`config.mk`:
```
export PLATFORM = sky130hd
export DESIGN_NAME = fm_ram_ctrl
export DESIGN_NICKNAME = d
export VERILOG_FILES = /design/src/rtl/fm_ram_pkg.sv /design/src/rtl/fm_ram_ctrl_rr_arb2.sv /design/src/rtl/fm_ram_ctrl.sv
export SDC_FILE = /design/constraint.sdc
export NUM_CORES = 1
export LEC_CHECK = 0
export BUFFER_PORTS_ARGS = -buffer_cell sky130_fd_sc_hd__buf_2
export CAP_MARGIN = 20
export CORE_UTILIZATION = 39
export CTS_CLUSTER_SIZE = 20
export DETAILED_ROUTE_END_ITERATION = 6
export PLACE_DENSITY = 0.8
export SLEW_MARGIN = 20
export SYNTH_ARGS = -nofsm -noshare
export SYNTH_HDL_FRONTEND = slang
export SYNTH_SLANG_ARGS = --single-unit
```
`constraint.sdc`:
```
create_clock -name clk -period 1.95 [get_ports clk]
set_input_delay 0.4875 -clock clk [delete_from_list [all_inputs] [get_ports clk]]
set_output_delay 0.4875 -clock clk [all_outputs]
set_load 0.05 [all_outputs]
```
`src/rtl/fm_ram_pkg.sv`:
```
// Shared widths, read-address limit, FSM encoding and grant encoding
// for the float16 accumulate-RAM controller.
package fm_ram_pkg;
    localparam int DATA_WIDTH       = 16;
    localparam int PARA_Y           = 2;
    localparam int READ_ADDR_WIDTH  = 4;
    localparam int WRITE_ADDR_WIDTH = 2;
    localparam int RD_ADDR_MAX      = 10;

    typedef enum logic [2:0] {
        ST_IDLE,
        ST_WR,
        ST_ADD1,
        ST_ADD2,
        ST_RD,
        ST_RD_RET
    } state_t;

    typedef enum logic {
        GNT_WR = 1'b0,
        GNT_RD = 1'b1
    } grant_t;
endpackage

```
`src/rtl/fm_ram_ctrl_rr_arb2.sv`:
```
// Two-way round-robin grant between the write and read requesters.
// Latency: combinational, no state (last_grant is held by the caller).
// Backpressure: grants only while en is high; a lone requester always wins.
module rr_arb2
    import fm_ram_pkg::*;
(
    input  logic   en,
    input  logic   req_wr,
    input  logic   req_rd,
    input  grant_t last_grant,
    output logic   gnt_wr,
    output logic   gnt_rd
);
    assign gnt_wr = en && req_wr && (!req_rd || last_grant == GNT_RD);
    assign gnt_rd = en && req_rd && (!req_wr || last_grant == GNT_WR);
endmodule

```
`src/rtl/fm_ram_ctrl.sv`:
```
// Arbitrates write/accumulate and read requests onto a float16 accumulate RAM.
// Latency: write drives RAM 1 cycle after accept, read data valid 2 cycles after accept.
// Backpressure: wr_ready/rd_ready only in IDLE; overwrite 1/2, accumulate and read 1/3.
module fm_ram_ctrl #(
    parameter int DATA_WIDTH       = fm_ram_pkg::DATA_WIDTH,
    parameter int PARA_Y           = fm_ram_pkg::PARA_Y,
    parameter int READ_ADDR_WIDTH  = fm_ram_pkg::READ_ADDR_WIDTH,
    parameter int WRITE_ADDR_WIDTH = fm_ram_pkg::WRITE_ADDR_WIDTH,
    parameter int RD_ADDR_MAX      = fm_ram_pkg::RD_ADDR_MAX
) (
    input  logic                         clk,
    input  logic                         rst,
    input  logic                         wr_valid,
    output logic                         wr_ready,
    input  logic                         wr_accum,
    input  logic [WRITE_ADDR_WIDTH-1:0]  wr_addr,
    input  logic [PARA_Y*DATA_WIDTH-1:0] wr_data,
    input  logic                         rd_valid,
    output logic                         rd_ready,
    input  logic [READ_ADDR_WIDTH-1:0]   rd_addr,
    output logic                         rd_data_valid,
    output logic [PARA_Y*DATA_WIDTH-1:0] rd_data,
    output logic                         rd_err,
    output logic                         busy,
    output logic                         ram_ena_wr,
    output logic                         ram_ena_add_write,
    output logic [WRITE_ADDR_WIDTH-1:0]  ram_addr_write,
    output logic [PARA_Y*DATA_WIDTH-1:0] ram_din,
    output logic [READ_ADDR_WIDTH-1:0]   ram_addr_read,
    input  logic                         ram_write_ready,
    input  logic [PARA_Y*DATA_WIDTH-1:0] ram_dout
);
    import fm_ram_pkg::*;

    state_t state;
    grant_t last_grant;
    logic   rst_pend;
    logic   gnt_wr;
    logic   gnt_rd;
    logic   rd_oob;
    logic   unused_write_ready;

    // The RAM's add-done flag is observed externally; the FSM never waits on it.
    assign unused_write_ready = ram_write_ready;

    rr_arb2 u_arb (
        .en         (state == ST_IDLE && !rst),
        .req_wr     (wr_valid),
        .req_rd     (rd_valid),
        .last_grant (last_grant),
        .gnt_wr     (gnt_wr),
        .gnt_rd     (gnt_rd)
    );

    assign wr_ready = gnt_wr;
    assign rd_ready = gnt_rd;
    assign busy     = (state != ST_IDLE);
    assign rd_oob   = rd_addr > READ_ADDR_WIDTH'(RD_ADDR_MAX);
    assign rd_data  = rd_data_valid ? ram_dout : '0;

    // Reset is deferred across ADD1 so the RAM always sees an even add phase.
    always_ff @(posedge clk) begin
        if ((rst && state != ST_ADD1) || (state == ST_ADD2 && rst_pend)) begin
            state             <= ST_IDLE;
            last_grant        <= GNT_RD;
            rst_pend          <= 1'b0;
            rd_data_valid     <= 1'b0;
            rd_err            <= 1'b0;
            ram_ena_wr        <= 1'b0;
            ram_ena_add_write <= 1'b0;
            ram_addr_write    <= '0;
            ram_din           <= '0;
            ram_addr_read     <= '0;
        end else begin
            rd_data_valid <= 1'b0;
            rd_err        <= 1'b0;
            case (state)
                ST_IDLE: begin
                    if (gnt_wr) begin
                        last_grant        <= GNT_WR;
                        ram_addr_write    <= wr_addr;
                        ram_din           <= wr_data;
                        ram_ena_wr        <= 1'b1;
                        ram_ena_add_write <= wr_accum;
                        state             <= wr_accum ? ST_ADD1 : ST_WR;
                    end else if (gnt_rd) begin
                        last_grant <= GNT_RD;
                        if (rd_oob) begin
                            rd_err <= 1'b1;
                        end else begin
                            ram_addr_read <= rd_addr;
                            state         <= ST_RD;
                        end
                    end
                end
                ST_WR: begin
                    ram_ena_wr <= 1'b0;
                    state      <= ST_IDLE;
                end
                ST_ADD1: begin
                    rst_pend <= rst;
                    state    <= ST_ADD2;
                end
                ST_ADD2: begin
                    ram_ena_wr        <= 1'b0;
                    ram_ena_add_write <= 1'b0;
                    state             <= ST_IDLE;
                end
                ST_RD: begin
                    rd_data_valid <= 1'b1;
                    state         <= ST_RD_RET;
                end
                ST_RD_RET: state <= ST_IDLE;
                default:   state <= ST_IDLE;
            endcase
        end
    end
endmodule
```
==> impl_metrics.csv <==
group,metric,value,unit
synth,yosysMostFrequentCell,"nand2_1",
global_routing,grt_max_degree,38,
timing,slew_viol_final,0,
synth,synth_top_area_share,49.4,%
clocking,ctsLongestPathBuffers,2,
drt,dr.pass1.iters,4,
placement,dp_hpwl,4.43,mm
clocking,clk_latency,300,ps
layout,antenna_cells,0,
floorplan,start_util,40.3,%
synth,syn_inst,239,
synth,ys.flop_type,"dfxtp_1",
worst_setup_path,r2r_cells,4,
floorplan,coreArea,0.00472,mm^2
pwr,pwr_density_cell,1350,mW/mm^2
worst_hold_path,hp-class,"input pin to register",
placement,place.gp.congestion,0.887,
clocking,cts_tree,"yes",
global_routing,antenna_found_initial,0,
clocking,h-tree-depth,2,
synth,ys_seq_area_share,49.4,%
clocking,cts_num_sinks,47,
drt,route.met2.wl,3.17,mm
synth,synth_area,0.00190,mm^2
drt,dr.max_layer_used,"met4",
pwr,vdd_drop_max,594,uV
synth,synth_edf_count,0,
worst_setup_path,cp-start-kind,"register",
synth,yosys.area.top_type,"dfxtp_1",
pwr,p_leak,1.53,nW
synth,avgSynthCellArea,7.97,um^2
layout,fillers,413,
floorplan,num_rows,25,
synth,synthTopCellsByCount,"nand2_1 (74), dfxtp_1 (47), a21oi_1 (39), and2_1 (32), buf_2 (7)",
drt,dr_total_vias,2149,
worst_hold_path,whs_path_depth,3,
floorplan,die_width,71.9,um
drt,routedLengthMet1,2.08,mm
timing,rsz0062_at_grt,"true",
drt,wire_per_inst,12.3,um
worst_setup_path,critical_path_class,"register to primary output",
timing,tns,0,ps
pwr,finalPower,3.93,mW
clocking,cts_buffers,5,
drt,drt_first_iter_violations,47,
drt,vias_per_cell,4.66,
floorplan,dieArea,0.00517,mm^2
layout,area.growth.synth_to_final,53.0,%
layout,final_nets,469,
drt,drc,0,
synth,ys_warn_count,0,
timing,hold_viol,0,
synth,syn-num-nets,315,
timing,finClkSkew,9.44,ps
synth,ys_types,29,
global_routing,grt_pass1_vias,1790,
clocking,path_clk_slew,90,ps
worst_setup_path,critPathMaxFanout,8,
synth,synth_area_leaders,"dfxtp_1 (49%), nand2_1 (15%), and2_1 (11%)",
floorplan,ios,153,
layout,drive_above_1_share,44.2,%
worst_setup_path,arrival,1390,ps
floorplan,die_y,71.9,um
global_routing,grt_pass1_wl,8.29,mm
synth,synth-seq-cells,47,
drt,wl_met3,343,um
worst_setup_path,startpoint,"state[0]",
clocking,cts-root-buf,"clkbuf_8",
timing,finalCritPeriodShare,96.1,%
timing,fmax,533,MHz
drt,ant_nets,0,
drt,routed_wl,5.69,mm
worst_hold_path,min_from,"wr_data[18]",
run,maxCapViolCount,0,
global_routing,gr-total-overflow,0,
timing,tightest_slew,385,ps
worst_setup_path,worst_setup_path_end_kind,"primary output",
global_routing,grtUsageTotal,20.7,%
placement,portBuffers,151,
status,status,"completed",
synth,ys_async_sr_fraction,0,%
timing,finalSetupViolCount,0,
worst_setup_path,r2r_start,"state[1]",
worst_setup_path,crit_required,1460,ps
timing,period_needed,1870,ps
timing,relSlewSlack,74.3,%
clocking,ctsHoldBuffers,0,
[power by group]
group	switching, mW	internal (mW)
Sequential	0.120	1.20
Combinational	1.37	0.524
Clock	0.332	0.389
[per-stage QoR]
stage / setup WS (ps) / cell area, um^2 / util (%) / std cells / hold slack [ps]
2_1_floorplan: 109 / 1900 / - / 239 / 436
3_3_place_gp: 64.1 / 2780 / 58.8 / 452 / 439
3_5_place_dp: 40.3 / 2780 / 58.8 / 452 / 443
4_1_cts: 12.9 / 2900 / 61.4 / 460 / 402
5_1_grt: -4.61 / 2910 / 61.7 / 461 / 403
6_report: 75.4 / 2910 / 61.7 / 461 / 415
[state kept, by name, summed over array words and instances, names as in the netlist]
signal,cells
rd_data_valid,1
ram_ena_wr,1
rd_err,1
ram_din,32
ram_ena_add_write,1
rst_pend,1
ram_addr_write,2
state,3
last_grant,1
ram_addr_read,4
[layout make-up]
cell class | count | area (um^2) | share of cell area [%]
timing repair buffer | 162 | 863 | 29.6
clock buffer | 5 | 68.8 | 2.36
clock inverter | 3 | 47.5 | 1.63
sequential | 47 | 941 | 32.3
tap | 67 | 83.8 | 2.88
inverter | 6 | 22.5 | 0.773
multi-input combinational | 171 | 886 | 30.4
[critical path, stage by stage, from the launching register on]
cell,delay (ps)
dfxtp_1,350
buf_4,180
or3_1,360
buf_2,210
[kinds of logic after synthesis]
logic type	after synthesis	synth area share [%]
compound gates	48	14.4
xor+xnor	1	0.460
buf+inv	21	4.99
flops	47	49.4
mux	2	1.05
simple gates	120	29.7
[repair_timing]
action / CTS / global route
gates resized for setup: 2 / 2
buffers inserted: 0 / 1
pin swaps: 1 / 1
setup endpoints to repair: 2 / 2
[cells in the final DEF, fill, tap and decap left out, drive strengths merged]
cell type and instances:
a2111oi 1, o22ai 1, dfxtp 47, nand2b 2
nor2 5, o22a 1, o2111ai 1, and2 32
a221oi 1, o21ai 1, inv 7, mux2i 2
nand3b 1, clkinv 1, nor3 1, nand2 74
buf 162, a32oi 1, nand3 2, nor4 2
bufinv 1, a21oi 39, clkbuf 5, xnor2 1
o21a 1, a2bb2oi 1, or3 1
[path summary, 6_finish.rpt]
check | end | slack (ps)
max reg2reg | state[2] | 330
min | ram_din[18] | 420
min reg2reg | ram_din[6] | 450
max | busy | 80
[layer usage]
metal,track usage (%),vias up
met2,41.0,97
met3,2.81,8
met5,0,-
met1,21.2,966
li1,-,1078
met4,9.15,0
(Power assumes the default switching activity.)
